### src/rtl/quant_zigzag.sv
// Quantiser after the 2-D DCT: per-position reciprocal multiply, round/saturate,
// then a ping-pong block buffer drained in JPEG zigzag order over valid/ready.
module quant_zigzag #(
   parameter int IN_W    = 15,
   parameter int OUT_W   = 12,
   parameter int RECIP_W = 16
) (
   input  logic               clk,
   input  logic               rst_n,
   input  logic [IN_W-1:0]    in_coef,
   input  logic               in_valid,
   output logic               in_ready,
   input  logic               qt_we,
   input  logic [5:0]         qt_addr,
   input  logic [RECIP_W-1:0] qt_data,
   output logic [OUT_W-1:0]   out_data,
   output logic [5:0]         out_zz,
   output logic               out_last,
   output logic               out_valid,
   input  logic               out_ready
);

   localparam int PROD_W = IN_W + RECIP_W + 1;
   localparam logic signed [PROD_W-1:0] ROUND_C = PROD_W'(1) <<< (RECIP_W - 1);
   localparam logic signed [PROD_W-1:0] SAT_MAX = PROD_W'(2 ** (OUT_W - 1) - 1);
   localparam logic signed [PROD_W-1:0] SAT_MIN = PROD_W'(-(2 ** (OUT_W - 1)));
   localparam logic [RECIP_W-1:0]       RECIP_DEF = RECIP_W'(4096);

   // Raster address of each zigzag position.
   localparam logic [5:0] ZZ [64] = '{
      6'd0,  6'd1,  6'd8,  6'd16, 6'd9,  6'd2,  6'd3,  6'd10,
      6'd17, 6'd24, 6'd32, 6'd25, 6'd18, 6'd11, 6'd4,  6'd5,
      6'd12, 6'd19, 6'd26, 6'd33, 6'd40, 6'd48, 6'd41, 6'd34,
      6'd27, 6'd20, 6'd13, 6'd6,  6'd7,  6'd14, 6'd21, 6'd28,
      6'd35, 6'd42, 6'd49, 6'd56, 6'd57, 6'd50, 6'd43, 6'd36,
      6'd29, 6'd22, 6'd15, 6'd23, 6'd30, 6'd37, 6'd44, 6'd51,
      6'd58, 6'd59, 6'd52, 6'd45, 6'd38, 6'd31, 6'd39, 6'd46,
      6'd53, 6'd60, 6'd61, 6'd54, 6'd47, 6'd55, 6'd62, 6'd63
   };

   logic [RECIP_W-1:0]       qt_q [64];
   logic [RECIP_W-1:0]       qt_d [64];
   logic [OUT_W-1:0]         bank_mem [2][64];
   logic [5:0]               slot_q, slot_d;
   logic                     wr_sel_q, wr_sel_d;
   logic [1:0]               full_q, full_d;
   logic                     s1_valid_q, s1_valid_d;
   logic                     s1_bank_q, s1_bank_d;
   logic [5:0]               s1_slot_q, s1_slot_d;
   logic signed [PROD_W-1:0] s1_prod_q, s1_prod_d;
   logic                     rd_sel_q, rd_sel_d;
   logic [5:0]               rd_cnt_q, rd_cnt_d;
   logic [OUT_W-1:0]         out_data_q, out_data_d;
   logic [5:0]               out_zz_q, out_zz_d;
   logic                     out_last_q, out_last_d;
   logic                     out_valid_q, out_valid_d;
   logic                     out_bank_q, out_bank_d;

   logic                     accept, out_xfer, load;
   logic signed [PROD_W-1:0] coef_ext, recip_ext, rounded, shifted;
   logic [OUT_W-1:0]         q_sat;

   // NOTE: every always_comb output gets a default first, so no path leaves it unassigned (no latch).
   always_comb begin
      in_ready = ~full_q[wr_sel_q];
      accept   = in_valid & in_ready;

      qt_d = qt_q;
      if (qt_we) qt_d[qt_addr] = qt_data;

      // S1 reads the table before this cycle's write lands, so a colliding sample sees the old value.
      coef_ext   = {{(PROD_W - IN_W){in_coef[IN_W-1]}}, in_coef};
      recip_ext  = {{(PROD_W - RECIP_W){1'b0}}, qt_q[slot_q]};
      s1_prod_d  = coef_ext * recip_ext;
      s1_valid_d = accept;
      s1_bank_d  = wr_sel_q;
      s1_slot_d  = slot_q;

      slot_d   = slot_q;
      wr_sel_d = wr_sel_q;
      if (accept) begin
         slot_d = slot_q + 6'd1;
         if (slot_q == 6'd63) wr_sel_d = ~wr_sel_q;
      end

      rounded = s1_prod_q + ROUND_C;
      shifted = rounded >>> RECIP_W;
      if (shifted > SAT_MAX)      q_sat = SAT_MAX[OUT_W-1:0];
      else if (shifted < SAT_MIN) q_sat = SAT_MIN[OUT_W-1:0];
      else                        q_sat = shifted[OUT_W-1:0];

      out_xfer = out_valid_q & out_ready;
      load     = (~out_valid_q | out_ready) & full_q[rd_sel_q];

      full_d = full_q;
      if (s1_valid_q && s1_slot_q == 6'd63) full_d[s1_bank_q] = 1'b1;
      if (out_xfer && out_last_q)           full_d[out_bank_q] = 1'b0;

      // rd_sel moves on once the last entry is loaded; the bank stays full until that entry transfers.
      rd_sel_d    = rd_sel_q;
      rd_cnt_d    = rd_cnt_q;
      out_data_d  = out_data_q;
      out_zz_d    = out_zz_q;
      out_last_d  = out_last_q;
      out_bank_d  = out_bank_q;
      out_valid_d = out_valid_q & ~out_ready;
      if (load) begin
         out_data_d  = bank_mem[rd_sel_q][ZZ[rd_cnt_q]];
         out_zz_d    = rd_cnt_q;
         out_last_d  = (rd_cnt_q == 6'd63);
         out_bank_d  = rd_sel_q;
         out_valid_d = 1'b1;
         rd_cnt_d    = rd_cnt_q + 6'd1;
         if (rd_cnt_q == 6'd63) rd_sel_d = ~rd_sel_q;
      end
   end

   // NOTE: sequential state uses non-blocking assignments so every flop samples pre-edge values.
   always_ff @(posedge clk or negedge rst_n) begin
      if (!rst_n) begin
         qt_q        <= '{default: RECIP_DEF};
         slot_q      <= '0;
         wr_sel_q    <= 1'b0;
         full_q      <= '0;
         s1_valid_q  <= 1'b0;
         s1_bank_q   <= 1'b0;
         s1_slot_q   <= '0;
         s1_prod_q   <= '0;
         rd_sel_q    <= 1'b0;
         rd_cnt_q    <= '0;
         out_data_q  <= '0;
         out_zz_q    <= '0;
         out_last_q  <= 1'b0;
         out_valid_q <= 1'b0;
         out_bank_q  <= 1'b0;
      end else begin
         qt_q        <= qt_d;
         slot_q      <= slot_d;
         wr_sel_q    <= wr_sel_d;
         full_q      <= full_d;
         s1_valid_q  <= s1_valid_d;
         s1_bank_q   <= s1_bank_d;
         s1_slot_q   <= s1_slot_d;
         s1_prod_q   <= s1_prod_d;
         rd_sel_q    <= rd_sel_d;
         rd_cnt_q    <= rd_cnt_d;
         out_data_q  <= out_data_d;
         out_zz_q    <= out_zz_d;
         out_last_q  <= out_last_d;
         out_valid_q <= out_valid_d;
         out_bank_q  <= out_bank_d;
      end
   end

   // NOTE: the block buffer has no reset; a bank is only read after full[] says all 64 entries were written.
   always_ff @(posedge clk) begin
      if (s1_valid_q) bank_mem[s1_bank_q][s1_slot_q] <= q_sat;
   end

   assign out_data  = out_data_q;
   assign out_zz    = out_zz_q;
   assign out_last  = out_last_q;
   assign out_valid = out_valid_q;

endmodule

### config.mk
export PLATFORM = sky130hd
export DESIGN_NAME = quant_zigzag
export DESIGN_NICKNAME = d
export VERILOG_FILES = /design/src/rtl/quant_zigzag.sv
export SDC_FILE = /design/constraint.sdc
export NUM_CORES = 2
export LEC_CHECK = 0
export ABC_AREA = 1
export CAP_MARGIN = 25
export CORE_MARGIN = 2
export CORE_UTILIZATION = 60
export DETAILED_ROUTE_END_ITERATION = 8
export PLACE_DENSITY_LB_ADDON = 0.3
export SYNTH_ARGS = -nofsm -noshare
export SYNTH_HDL_FRONTEND = slang
export SYNTH_SLANG_ARGS = --single-unit
export TNS_END_PERCENT = 30
### constraint.sdc
create_clock -name clk -period 11.14 [get_ports clk]
set_input_delay 2.228 -clock clk [delete_from_list [all_inputs] [get_ports clk]]
set_output_delay 2.228 -clock clk [all_outputs]
set_load 0.01 [all_outputs]
## After elaboration in Yosys (flattened, before gate mapping)

Memory sizes are Yosys's and may differ from the RTL's.
Cells that the tools add are included.

| word-level totals | value |
|---|---|
| logic and storage cells | 156 |
| input bits | 42 |
| bits in registers | 1101 |
| memories kept | 2 |
| memory bits (read-only) | 384 |
| RAM bits | 1536 |
| bits in latches | 0 |
| output and inout port bits | 21 |

| cells by class | value |
|---|---|
| reduce and logical (&&, ||, !) cells | 8 |
| div/mod/pow operators | 0 |
| mux-type cells | 28 |
| add/sub/neg operators | 3 |
| bitwise gates (word level) | 18 |
| shifts and indexed selects | 0 |
| eq/ne operators | 3 |
| multiply operators | 1 |
| order comparisons | 15 |

Memories:

| memory | depth | bits a word | rd ports | clocked after memory_dff | write ports | line | text |
|---|---|---|---|---|---|---|---|
| bank_mem | 2 | 768 | 1 | 0 | 1 | 43 | `logic [OUT_W-1:0] bank_mem [2][64];` |
| (no name shown) | 64 | 6 | 1 | 0 | 0 | 108 | `out_data_d = bank_mem[rd_sel_q][ZZ[rd_cnt_q]];` |

Operator list:

| operator | number |
|---|---|
| 1024-bit bitwise mux | 1 |
| 768-bit two-way mux | 1 |
| 16-bit binary-select mux with 6-bit select | 1 |
| 16-bit demux with 6-bit select | 1 |
| 12-bit binary-select mux with 6-bit select | 1 |
| 12-bit demux with 6-bit select | 1 |
| 12-bit two-way mux | 5 |
| 16-bit two-way mux | 3 |
| 7-bit greater-or-equal comparator, second input constant | 5 |
| 6-bit NOT with 7-bit output | 5 |
| 32-bit by 17-bit adder with 32-bit output, second input constant | 1 |
| 15-bit by 17-bit multiplier with 32-bit output | 1 |
| 6-bit == test, second input constant | 3 |
| 16-bit by 12-bit > comparator with 1-bit output, second input constant | 1 |
| 16-bit by 12-bit < comparator with 1-bit output, second input constant | 1 |
| 7-bit by 1-bit < comparator with 1-bit output, second input constant | 2 |
| 6-bit by 1-bit adder with 6-bit output, second input constant | 2 |
| 6-bit two-way mux | 2 |
| 1-bit by 2-bit < comparator with 1-bit output, second input constant | 4 |
| 1-bit two-way mux | 8 |
| 1-bit logical AND | 6 |
| 1-bit NOT | 5 |
| 1-bit AND | 4 |
| 2-bit two-way mux | 2 |
| other kinds (7) | 10 |

## Longest topological paths before layout

| logic depth | value |
|---|---|
| depth after elaboration | 8 |
| mapped depth | 39 |
| gate-level depth less buffers | 36 |

## Worst setup path before layout

Ideal clock, no wire load.

| path | value |
|---|---|
| kind | reg2reg |
| start point | register s1_prod_q[15] |
| end point | memory bank_mem[0][100] (netlist bit) (data pin) |
| arrival | 7704 ps |
| cell stages (with the launch flop) | 13 |
| path buffers | 0 |
| clock period less this slack | 8901 ps |
| path slack | 2239 ps |
| cells stage by stage | dfrtp_1 -> ha_1 -> nand2_1 -> nor2_1 -> nand3_1 -> nor2_1 -> nand3_1 -> nor4_1 -> xnor2_1 -> inv_1 -> o41ai_2 -> inv_1 -> o21ai_0 |

| between the ends | value |
|---|---|
| longest elaborated chain between the ends | 4 |

Ends and longest elaborated chain:

| element | line | text |
|---|---|---|
| start: declaration | 50 | `logic signed [PROD_W-1:0] s1_prod_q, s1_prod_d;` |
| start signal: assignment | 144 | `s1_prod_q <= s1_prod_d;` |
| 32-bit by 17-bit adder with 32-bit output * | 86 | `rounded = s1_prod_q + ROUND_C;` |
| 16-bit by 12-bit < comparator with 1-bit output | 89 | `else if (shifted < SAT_MIN) q_sat = SAT_MIN[OUT_W-1:0];` |
| 12-bit two-way mux | 89 |  |
| 12-bit two-way mux * | 88 | `if (shifted > SAT_MAX) q_sat = SAT_MAX[OUT_W-1:0];` |
| named net q_sat[4] | 61 | `logic [OUT_W-1:0] q_sat;` |
| end: declaration | 43 |  |

Mark *: on every way through the listed nets, which the timed path passes. The rest lies on a longest branch.

## Final worst setup path

| path | value |
|---|---|
| start point | register slot_q[0], in the netlist s1_slot_d[0] |
| end point | register s1_prod_q[25] |

| between the ends | value |
|---|---|
| longest elaborated chain between the ends | 5 |

Ends and longest elaborated chain:

| element | line | text |
|---|---|---|
| start: declaration | 44 | `logic [5:0] slot_q, slot_d;` |
| start signal: assignment | 138 | `slot_q <= slot_d;` |
| 6-bit NOT with 7-bit output (not written as such) | 73 | `recip_ext = {{(PROD_W - RECIP_W){1'b0}}, qt_q[slot_q]};` |
| 16-bit binary-select mux with 6-bit select | 73 |  |
| 16-bit two-way mux (not written as such) (2 in series) | 73 |  |
| 15-bit by 17-bit multiplier with 32-bit output | 74 | `s1_prod_d = coef_ext * recip_ext;` |
| named net s1_prod_d[25] | 50 |  |

The timed path passes the listed nets, and every way through them passes these cells. The select of a mux whose other input is x is not followed.
A chain may end at the register's enable or synchronous reset.

==> impl_metrics.tcl <==
set metrics [dict create \
    synth_seq_area_share 0.615 \
    cts-buffers-inserted 283 \
    synth.net_count 12427 \
    grt_remaining_overflow 0 \
    synth_ff_type "edfxtp_1" \
    hold_violations 0 \
    drive_above_1_share 0.0750 \
    grt_pass1_vias 89457 \
    cp-start-kind "flop" \
    port-buffer-count 62 \
    synth-edff-count 1536 \
    fmaxAchievable_ghz 0.111 \
    reg2reg_to "s1_prod_q[25]$_DFF_PN0_" \
    cpPeakStageDelay_ps 720 \
    cts_resized 0 \
    ys_types 56 \
    place_congestion 0.944 \
    rrSetupSlack_ps 2160 \
    ant_nets 0 \
    cts_sinks 2622 \
    hpwl_mm 208 \
    viasPerCell 6.35 \
    cts_setup_buffers 0 \
    setup_viol 0 \
    clockRootBuffer "clkbuf_16" \
    relSlewSlack 0.223 \
    clockBufferDepth 4 \
    ys_seq_elements 2622 \
    setup_tns_ps 0 \
    grt_max_degree 211 \
    status "finished clean" \
    drtIter0Drc 14198 \
    fin_crit_sh 0.806 \
    whs_endpoint "qt_q[86]$_DFFE_PN0P_" \
    final_util 0.671 \
    vias 93120 \
    syn_area_um2 119000 \
    fp.dieW_um 450 \
    drt-wirelength-per-cell_um 24.2 \
    path_max_fanout 73 \
    crit_arrival_ps 9760 \
    synthArstFlopShare 0.414 \
    syn_inst 12078 \
    critical_path_class "flop to flop" \
    drv_cap 0 \
    worstMarginPinSlew_ps 1160 \
    multi_input_area_um2 40700 \
    cp-end-kind "flop" \
    post-route-min-period_ps 8980 \
    clk_pin_slew_ps 60 \
    seq_area_um2 73400 \
    rsz0062_at_grt "no" \
    cts_tree "built" \
    worstPathRequired_ps 11920 \
    drcViolationCount 0 \
    initial_utilization 0.604 \
    ioPinCount 63 \
    min-delay-start "qt_q[86]$_DFFE_PN0P_" \
    syn-mean-instance-area_um2 9.88 \
    routed_wl_mm 355 \
    grt_util_all_layers 0.346 \
    syn_to_final_growth_pct 11.1 \
    cts_htree_levels 5 \
    clk_latency_ps 960 \
    die_h_um 450 \
    hold_class "flop to flop" \
    die_area_um2 203000 \
    whs_path_depth 2 \
    reg2reg_depth 28 \
    crit_slowest_cell "buf_4" \
    r2r_start "s1_slot_d[0]$_DFFE_PN0P_" \
    fill_cells 14342 \
    grt_pass1_wl_mm 540 \
    drv_slew 0 \
    skew_ps 71.9 \
    ctsHoldBuffers 0 \
    coreArea_um2 198000 \
    yosysWarningCount 0 \
    num-nets-final 12172 \
    rows 163 \
    antenna_found_initial 2 \
    drt-pass1-iter-count 6 \
]
==> flip-flops by register name, summed over array words and instances (netlist names) <==
name and count:
out_bank_q 1, bank_mem 1536, rd_sel_q 1, s1_slot_q 6
s1_prod_q 17, s1_bank_d 1, s1_valid_q 1, rd_cnt_q 6
s1_bank_q 1, qt_q 1024, s1_slot_d 6, out_valid 1
out_last 1, full_q 2, out_data 12, out_zz 6
==> through the flow <==
stage	area (um^2)	instances	hold WS, ps	setup slack [ps]
floorplan	119000	12078	349	2240
global placement	121000	14047	452	2540
detailed placement	122000	14105	468	2470
CTS	131000	14587	478	2460
global route	133000	14660	496	1710
finish	133000	14664	480	2160
==> synth_stat cells (all sizes together), types with 2 or more instances <==
master	instances	area share
nand3b	2	0.00013
ha	127	0.013
a31oi	11	0.00083
o22ai	90	0.0047
a22oi	4	0.00029
nor4	13	0.00068
nand3	1578	0.066
a21boi	2	0.00013
nor2	689	0.022
fa	180	0.030
clkbuf	604	0.019
dfstp	64	0.014
a21o	2	0.00013
o21a	6	0.00038
dfrtp	1022	0.21
inv	491	0.015
nand4	147	0.0077
o21ai	1507	0.063
clkinv	5	0.00016
a22o	6	0.00044
o221ai	66	0.0048
buf	300	0.014
nand2	3184	0.10
edfxtp	1536	0.39
xor2	22	0.0016
a21oi	206	0.0086
xnor2	10	0.00073
o211ai	53	0.0033
nor3	138	0.0058
o21bai	2	0.00013
==> worst max-delay path, delay by kind of cell (launching register included) <==
kind,cells,cell delay [ps]
buffers and inverters,8,1900
xor gates and xnor gates,1,150
and+or+nand+nor,6,1270
adders and majority gates,7,3190
DFF,1,710
AOI/OAI and AO/OA,6,1500
==> layout make-up <==
type,count,area share
multi-input cells,8056,0.307
clock buffers,387,0.0598
flip-flops and latches,2622,0.554
well taps,2640,0.0249
diodes,4,0.0000755
repair buffers,364,0.0334
inverters,496,0.0144
clock inverters,95,0.00689
==> layout by cell type, fill, tap and decap left out, types with 67 or more instances in the layout <==
cell and count:
a21oi_1 206, buf_4 167, clkbuf_1 67, clkbuf_16 291, dfrtp_1 1017, edfxtp_1 1536
fa_1 180, ha_1 127, inv_1 456, nand2_1 3174, nand3_1 1572, nand4_1 147
nor2_1 673, nor3_1 84, o21ai_0 1476, o22ai_1 90
==> cell families after synthesis <==
logic type / after synthesis / synth area share
adders and majority gates: 307 / 0.0435
and+or+nand+nor: 5753 / 0.203
xor gates and xnor gates: 32 / 0.00235
DFF: 2622 / 0.615
buffers and inverters: 1400 / 0.0487
muxes: 1 / 0.0000839
AOI/OAI and AO/OA: 1963 / 0.0877
==> metal layers <==
metal	track usage	wire (um)	vias up
li1	-	-	40722
met1	0.474	133000	45061
met2	0.523	162000	6193
met3	0.0725	40400	1142
met4	0.189	20600	2
met5	0	15	-
==> worst max-delay path by stage <==
stage                        startpoint                    endpoint  cells after the start
6_report       s1_slot_d[0]$_DFFE_PN0P_     s1_prod_q[25]$_DFF_PN0_                     28
5_1_grt        s1_slot_d[0]$_DFFE_PN0P_     s1_prod_q[31]$_DFF_PN0_                     31
4_1_cts        s1_slot_d[0]$_DFFE_PN0P_     s1_prod_q[25]$_DFF_PN0_                     28
3_5_place_dp   s1_slot_d[0]$_DFFE_PN0P_     s1_prod_q[25]$_DFF_PN0_                     28
3_3_place_gp   s1_slot_d[0]$_DFFE_PN0P_     s1_prod_q[28]$_DFF_PN0_                     29
2_1_floorplan   s1_prod_q[15]$_DFF_PN0_  bank_mem[0][100]$_DFFE_PP_                     12
Power is not shown: default switching activity piles up to over one toggle a cycle in this logic, so the estimate is an artifact.
